[src/rtl/bloom_query.sv]
// Bloom-filter store and query engine: insert/check/clear requests, three multiplicative hashes applied one per cycle.
// Optional BLOOM_STATS_EN adds the saturating check/hit statistics outputs chk_cnt and hit_cnt.
module bloom_query #(
  parameter int unsigned       D_SIZE  = 8,
  parameter int unsigned       BL_SIZE = 16,
  parameter logic [D_SIZE-1:0] KEY0    = 8'hA7,
  parameter logic [D_SIZE-1:0] KEY1    = 8'h3D,
  parameter logic [D_SIZE-1:0] KEY2    = 8'hE5,
  parameter int unsigned       CNT_W   = 8
) (
  input  logic               clk,
  input  logic               reset,
  input  logic               req_valid,
  output logic               req_ready,
  input  logic [1:0]         req_op,
  input  logic [D_SIZE-1:0]  req_data,
  output logic               rsp_valid,
  input  logic               rsp_ready,
  output logic               rsp_hit,
  output logic [BL_SIZE-1:0] bloom_vec,
  output logic [CNT_W-1:0]   insert_cnt
`ifdef BLOOM_STATS_EN
  ,
  output logic [15:0]        chk_cnt,
  output logic [15:0]        hit_cnt
`endif
);

  localparam int IDX_W = $clog2(BL_SIZE);

  typedef enum logic [1:0] {IDLE, HASH, CLEAR, RESP} state_t;

  state_t              state_q, state_d;
  logic [1:0]          op_q;
  logic [D_SIZE-1:0]   data_q;
  logic [1:0]          h_q;
  logic                hit_acc;
  logic [D_SIZE-1:0]   key_sel;
  logic [2*D_SIZE-1:0] prod;
  logic [IDX_W-1:0]    idx;
  logic                hit_next;
  logic                accept;
  logic                is_insert;
  logic                hash_last;

  // The bit index comes from the top IDX_W bits of the double-width product for the current hash step.
  always_comb begin
    case (h_q)
      2'd0:    key_sel = KEY0;
      2'd1:    key_sel = KEY1;
      default: key_sel = KEY2;
    endcase
    prod     = {{D_SIZE{1'b0}}, key_sel} * {{D_SIZE{1'b0}}, data_q};
    idx      = prod[2*D_SIZE-1 -: IDX_W];
    hit_next = hit_acc & bloom_vec[idx];
  end

  assign accept    = (state_q == IDLE) && req_valid;
  assign is_insert = (op_q == 2'b01);
  assign hash_last = (state_q == HASH) && (h_q == 2'd2);

  always_ff @(posedge clk or negedge reset) begin
    if (!reset) state_q <= IDLE;
    else        state_q <= state_d;
  end

  always_comb begin
    state_d   = state_q;
    req_ready = 1'b0;
    rsp_valid = 1'b0;
    rsp_hit   = 1'b0;
    case (state_q)
      IDLE: begin
        req_ready = 1'b1;
        if (req_valid) state_d = (req_op == 2'b10) ? CLEAR : HASH;
      end
      HASH:  if (h_q == 2'd2) state_d = RESP;
      // Clear wipes on its first edge; the second cycle keeps the response two edges after accept.
      CLEAR: if (h_q == 2'd1) state_d = RESP;
      RESP: begin
        rsp_valid = 1'b1;
        rsp_hit   = hit_acc;
        if (rsp_ready) state_d = IDLE;
      end
      default: state_d = IDLE;
    endcase
  end

  always_ff @(posedge clk or negedge reset) begin
    if (!reset) begin
      op_q       <= 2'b00;
      data_q     <= '0;
      h_q        <= 2'd0;
      hit_acc    <= 1'b0;
      bloom_vec  <= '0;
      insert_cnt <= '0;
    end else begin
      if (accept) begin
        op_q    <= req_op;
        data_q  <= req_data;
        h_q     <= 2'd0;
        hit_acc <= 1'b1;
      end
      if (state_q == HASH) begin
        hit_acc <= hit_next;
        h_q     <= h_q + 2'd1;
        if (is_insert) bloom_vec[idx] <= 1'b1;
        if (hash_last && is_insert && !(&insert_cnt)) insert_cnt <= insert_cnt + 1'b1;
      end
      if (state_q == CLEAR) begin
        h_q <= h_q + 2'd1;
        if (h_q == 2'd0) begin
          bloom_vec  <= '0;
          insert_cnt <= '0;
          hit_acc    <= 1'b0;
        end
      end
    end
  end

`ifdef BLOOM_STATS_EN
  // Statistics survive the clear op; only reset zeroes them.
  always_ff @(posedge clk or negedge reset) begin
    if (!reset) begin
      chk_cnt <= '0;
      hit_cnt <= '0;
    end else if (hash_last && !is_insert) begin
      if (!(&chk_cnt))            chk_cnt <= chk_cnt + 16'd1;
      if (hit_next && !(&hit_cnt)) hit_cnt <= hit_cnt + 16'd1;
    end
  end
`endif

endmodule

[config.mk]
export PLATFORM = sky130hd
export DESIGN_NAME = bloom_query
export DESIGN_NICKNAME = d
export VERILOG_FILES = /design/src/rtl/bloom_query.sv
export SDC_FILE = /design/constraint.sdc
export NUM_CORES = 1
export LEC_CHECK = 0
export BUFFER_PORTS_ARGS = -buffer_cell sky130_fd_sc_hd__clkbuf_2
export CORE_MARGIN = 3
export CORE_UTILIZATION = 55
export DETAILED_ROUTE_END_ITERATION = 10
export PLACE_DENSITY = 0.81
export SETUP_SLACK_MARGIN = 0.1
export SLEW_MARGIN = 20
export SYNTH_ARGS = -nofsm -noshare
export SYNTH_HDL_FRONTEND = slang
export SYNTH_SLANG_ARGS = --single-unit
[constraint.sdc]
create_clock -name clk -period 7.12 [get_ports clk]
set_input_delay 1.068 -clock clk [delete_from_list [all_inputs] [get_ports clk]]
set_output_delay 1.068 -clock clk [all_outputs]
set_load 0.02 [all_outputs]
### Word-level counts from Yosys, hierarchy flattened

Cells that the tools add are included.
Widths: inputs -> output; s select.

* add/subtract/negate cells: 2
* multiply operators: 1
* order comparisons: 2
* eq/ne operators: 11
* muxes and demuxes: 29
* bitwise operators: 2
* reductions and logical operators: 11

Operator list (number)
* $mux 16: 4
* $mux 8: 4
* $mul 8x8->16: 1
* $mux 2: 8
* $or 16x16->16: 1
* $pmux 8 s2: 1
* $mux 1: 9
* $add 8x1->8 const B: 1
* $eq 2x2->1 const B: 4
* $pmux 2 s4: 1
* $reduce_and 8->1: 1
* $eq 2x1->1 const B: 3
* $ne 2x2->1 const B: 3
* $logic_and 1x1->1: 5
* $lt 4x5->1 const B: 1
* $bmux 1 s4: 1
* $demux 1 s4: 1
* $ge 4x1->1 const B: 1
* $logic_not 2->1: 2
* $reduce_and 4->1: 1
* $reduce_bool 3->1: 1
* $add 2x1->2 const B: 1
* $ne 2x1->1 const B: 1
* $and 1x1->1: 1
* $logic_not 1->1: 1

* register bits after elaboration: 39
* input bits: 14
* output and inout port bits: 27
* logic and storage cells: 65

### Longest topological paths before layout

* depth in word-level cells: 12
* depth in mapped cells: 25
* mapped depth without buffers: 23

### Worst setup path before layout

Ideal clock, no wire load.

* kind: register to register
* start: register h_q[1]
* end: register hit_acc
* setup time: 0.120 ns
* data arrival time: 5.312 ns
* required time: 7.000 ns
* path slack: 1.687 ns
* cell stages (with the launch flop): 22
* buffers on the path: 2
* clock period less this slack: 5.433 ns
* cells stage by stage: dfrtp_1 > inv_1 > ha_1 > clkbuf_1 > nor3_1 > fa_1 > fa_1 > fa_1 > inv_1 > fa_1 > inv_1 > ha_1 > and4_4 > a21oi_2 > o21ai_1 > nand2b_1 > buf_6 > xnor2_4 > mux2_1 > o211ai_1 > o221ai_1 > a41o_1

* cells in the longest elaborated chain, start to end: 9
* elaborated cells between the ends (all ways): 10
* those cells by class: 1 x mul; 1 x eq/ne; 6 x mux; 1 x bitwise; 1 x reduce/logical

RTL lines
* from (decl): RTL line 36 `logic [1:0] h_q;`
* from (signal assigned): RTL line 106 `h_q <= h_q + 2'd1;`
* from (signal assigned): RTL line 111 `h_q <= h_q + 2'd1;`
* $eq 2x1->1 or $logic_not 2->1 (tied branches): RTL line 48, 112
* $pmux 8 s2: RTL line 48 `case (h_q)`
* $mul 8x8->16: RTL line 53 `prod = {{D_SIZE{1'b0}}, key_sel} * {{D_SIZE{1'b0}}, data_q};`
* $bmux 1 s4: RTL line 55 `hit_next = hit_acc & bloom_vec[idx];`
* $mux 1 (implied by the code): RTL line 55
* $and 1x1->1: RTL line 55
* $mux 1: RTL line 104 `if (state_q == HASH) begin`
* $mux 1: RTL line 112 `if (h_q == 2'd0) begin`
* $mux 1 *: RTL line 110 `if (state_q == CLEAR) begin`
* to (signal assigned): RTL line 105 `hit_acc <= hit_next;`
* to (decl): RTL line 37 `logic hit_acc;`

Mark *: on every way between the ends. The rest lies on a longest branch, timed or not. The select of a mux whose other input is x is not followed.
A chain may end at the register's enable or synchronous reset.

### Worst setup path in the final report

Ends and elaborated chain as after synthesis.

==> parameters.txt <==
Parameter                              Value

CTS
  Number of gates resized after CTS ... 0
  CTS tree ... built
  Total clock buffers created by CTS ... 5
  TritonCTS Sinks ... 39
  Buffer type at the clock tree root ... sky130_fd_sc_hd__clkbuf_8
  CTS H-Tree Depth ... 2
  Hold buffer count at CTS ... 0
  Clock-pin slew reported for the worst setup and hold paths after clock tree synthesis ... ~80 ps
  Number of buffers inserted to repair setup after CTS ... 0
  CTS Buffer Depth ... 2
  Worst-skew pair later-pin latency ... 290 ps

Worst setup path
  Critical path data required time ... 7300 ps
  Maximum single-stage delay on the critical path ... between 500 and 600 ps
  Critical Path Source Type ... register
  Critical path, cell by cell ... inv_1 > ha_1 > nor2_1 > nand2_1 > fa_1 > inv_1 > fa_1 > fa_1 > inv_1 > fa_1 > inv_1 > ha_1 > and4_4 > a21oi_2 > o21ai_1 > nand2b_1 > xnor2_4 > mux2_1 > o211ai_1 > o221ai_1 > a41o_1
  Path type of the worst setup path ... reg2reg
  CP Capture Type ... register
  Cell type of the slowest stage on the worst timing path ... sky130_fd_sc_hd__fa_1
  Worst path buffer plus inverter count ... 4
  Family with the most delay on the worst path ... adder cells
  Critical Path Fanout Max ... 15
  Data arrival at the endpoint of the critical path ... just over 6000 ps

Cells and area
  Multi-input gate area ... 2450 sq um
  ANT cells ... 0
  Number of filler instances in the final layout ... between 500 and 600
  Area of all sequential standard cells ... ~980 sq um
  Layout cells sized above 1 ... 0.167
  Final Net Count ... between 500 and 600
  Area added between synthesis and finish ... 9.83%
  Final design area excluding fillers ... 4110 sq um

GRT
  Met2 Track Usage GR ... 0.385
  Via count of the first global-routing pass ... just under 3000
  Busiest layer in global routing ... met2
  GRT met1 Usage ... 0.288
  Tot GR Track Use ... 0.219
  Initial antenna violation count ... 0
  Sum of overflow across all layers after global routing ... 0
  Wire length of the first global-routing pass ... about 13000 microns
  Maximum number of pins on one net before global-route repair ... 40
  Met3 demand-to-capacity share in global routing ... 0.0251

STA
  Transition time of the tightest slew-check pin ... about 940 ps
  Final critical path time including I/O delays and setup ... around 6000 ps
  Summed negative setup slack over all endpoints ... 0 ps
  Number of hold-slack violations in the final timing report ... 0
  Timing-limited maximum frequency ... between 150 and 200 MHz
  Final Slew Violations ... 0
  Crit share post-route ... 0.842
  Setup-failing EPs final ... 0
  Remaining max-slew budget at the tightest pin ... 0.370
  Setup clock skew after layout ... between 6 and 7 ps
  RSZ-0062 raised after global routing ... false

Floorplan
  Initial Util ... 0.580
  Die extent in y ... about 89 microns
  CORE AREA ... 6460 sq um
  Cell Rows ... 29
  Die Width ... around 90 microns
  Area of the die ... roughly 8000 sq um
  Count of boundary I/O pins ... 41

Placement
  Area post-placement ... 4000 sq um
  RD Place Congestion ... roughly 0.90
  Port buffer count ... 40
  Dpl hpwl ... 6150 microns

Drt
  Average wire length per cell after detail routing ... about 15 microns
  Total iterations of the first detailed-routing run ... 4
  First-iteration detailed-routing DRC count ... 120
  Remaining number of nets flagged by the antenna check after routing ... 0
  Average via count per standard cell ... approximately 5.6
  Via total after detailed routing ... a little under 3000
  Remaining routing DRC violations ... 0
  Final routed wirelength across all metal layers ... 7730 microns

Outcome
  Status ... complete, no violations

Yosys
  Synth Flop Type ... sky130_fd_sc_hd__dfrtp_1
  Synthesized flop and latch total ... 39
  Number of flops mapped to enable cells by yosys ... 0
  Syn_area_per_cell ... around 9.4 sq um
  Asr flop ratio synth ... 1.00
  Syn_nets ... just under 500
  Register area share after synthesis ... 0.261
  Total number of yosys warnings ... 0
  Unique masters post-synth ... 46
  Area of the mapped netlist ... 3740 sq um
  Number of standard cells after synthesis ... between 300 and 400

Job
  Maximum Capacitance Violations ... 0

Hold path
  Hold Crit Class ... reg2reg
worst reg2reg max path, delay by kind of cell (launching register included):
family | cells | cell delay, ps
buf+inv | 4 | 240
compound gates | 5 | 870
fa+ha+maj | 6 | 2680
simple gates | 4 | 940
flops | 1 | 380
mux | 1 | 380
xor+xnor | 1 | 390
cells in the final DEF, fill, tap and decap left out, types with 5 or more instances in the layout:
| cell type | Yosys | routed |
|---|---|---|
| sky130_fd_sc_hd__nor2_1 | 39 | 39 |
| sky130_fd_sc_hd__a21oi_1 | 23 | 23 |
| sky130_fd_sc_hd__and2_1 | 10 | 10 |
| sky130_fd_sc_hd__nand2_1 | 20 | 20 |
| sky130_fd_sc_hd__nor3_1 | 9 | 9 |
| sky130_fd_sc_hd__ha_1 | 45 | 45 |
| sky130_fd_sc_hd__dfrtp_1 | 39 | 39 |
| sky130_fd_sc_hd__inv_1 | 74 | 74 |
| sky130_fd_sc_hd__nand2b_1 | 6 | 6 |
| sky130_fd_sc_hd__mux2i_1 | 5 | 5 |
| sky130_fd_sc_hd__clkbuf_8 | 0 | 5 |
| sky130_fd_sc_hd__xor2_1 | 5 | 5 |
| sky130_fd_sc_hd__fa_1 | 33 | 33 |
| sky130_fd_sc_hd__o21ai_0 | 10 | 10 |
| sky130_fd_sc_hd__mux2_2 | 12 | 12 |
| sky130_fd_sc_hd__clkbuf_2 | 0 | 40 |
| sky130_fd_sc_hd__nand3_1 | 11 | 11 |
metal layers:
layer  up-vias  wire length, microns
met1      1429                  3310
met5         -                     0
met4         0                   139
li1       1376                     -
met2        79                  3920
met3        13                   366
flip-flops by register name (all words and copies together) (netlist names):
name / cells
h_q: 2
hit_acc: 1
state_q: 2
op_q: 2
insert_cnt: 8
bloom_vec: 16
data_q: 8
worst paths after layout:
check                                end     from  slack (ps)  cells after the start
setup / recovery                 hit_acc   h_q[1]        1120                     21
hold / removal                   op_q[0]  op_q[0]         520                      1
setup reg to reg                 hit_acc   h_q[1]        1120                     21
hold reg to reg                  op_q[0]  op_q[0]         520                      1
max in group asynchronous      data_q[0]    reset        5620                      1
min in group asynchronous  bloom_vec[14]    reset         900                      1
cells by family (layout without fill, tap and decap cells):
| kind of cell | after synthesis | after routing | share of synthesized area |
|---|---|---|---|
| xor gates and xnor gates | 9 | 9 | 0.0261 |
| AOI/OAI and AO/OA | 55 | 55 | 0.0926 |
| and+or+nand+nor | 116 | 116 | 0.153 |
| buffers and inverters | 83 | 122 | 0.0852 |
| adders and majority gates | 78 | 78 | 0.327 |
| DFF | 39 | 39 | 0.261 |
| muxes | 19 | 19 | 0.0555 |
cell usage after synthesis (2+ instances only):
| cell type | instances | area share |
|---|---|---|
| sky130_fd_sc_hd__clkbuf_1 | 8 | 0.0080 |
| sky130_fd_sc_hd__fa_1 | 33 | 0.18 |
| sky130_fd_sc_hd__ha_1 | 45 | 0.15 |
| sky130_fd_sc_hd__dfrtp_1 | 39 | 0.26 |
| sky130_fd_sc_hd__mux2i_1 | 5 | 0.013 |
| sky130_fd_sc_hd__and3_1 | 3 | 0.0050 |
| sky130_fd_sc_hd__nand2_1 | 20 | 0.020 |
| sky130_fd_sc_hd__o21ai_1 | 2 | 0.0027 |
| sky130_fd_sc_hd__nor3_2 | 2 | 0.0053 |
| sky130_fd_sc_hd__nand3_1 | 11 | 0.015 |
| sky130_fd_sc_hd__a21oi_2 | 2 | 0.0047 |
| sky130_fd_sc_hd__o211ai_1 | 4 | 0.0080 |
| sky130_fd_sc_hd__o21ai_0 | 10 | 0.013 |
| sky130_fd_sc_hd__a21oi_1 | 23 | 0.031 |
| sky130_fd_sc_hd__a31oi_1 | 2 | 0.0033 |
| sky130_fd_sc_hd__xnor2_1 | 3 | 0.0070 |
| sky130_fd_sc_hd__and2_1 | 10 | 0.017 |
| sky130_fd_sc_hd__nand3b_1 | 3 | 0.0060 |
| sky130_fd_sc_hd__nand4_1 | 3 | 0.0050 |
| sky130_fd_sc_hd__nor2_1 | 39 | 0.039 |
| sky130_fd_sc_hd__nor3_1 | 9 | 0.012 |
| sky130_fd_sc_hd__inv_1 | 74 | 0.074 |
| sky130_fd_sc_hd__mux2_1 | 2 | 0.0060 |
| sky130_fd_sc_hd__a21o_2 | 2 | 0.0047 |
| sky130_fd_sc_hd__xor2_1 | 5 | 0.012 |
| sky130_fd_sc_hd__or3_1 | 3 | 0.0050 |
| sky130_fd_sc_hd__o211ai_2 | 2 | 0.0067 |
| sky130_fd_sc_hd__nand2b_1 | 6 | 0.010 |
| sky130_fd_sc_hd__mux2_2 | 12 | 0.036 |
through the flow:
stage          utilization  hold slack, ps  worst slack, ps  cells
4_1_cts              0.637             515             1150    515
3_3_place_gp         0.619             490             1480    507
3_5_place_dp         0.619             496             1280    507
5_1_grt              0.637             558              759    515
2_1_floorplan            -             479             1690    399
6_report             0.637             523             1120    515
cell type report:
cell class	instances	share of cell area
flip-flops and latches	39	0.237
inverters	74	0.0676
clock buffers	5	0.0167
well taps	77	0.0234
clock inverters	3	0.0107
multi-input cells	277	0.596
repair buffers	40	0.0487
Power is left out: the tool's default activity adds up to more than one toggle a clock period on the data nets, which glitch-free logic cannot reach.
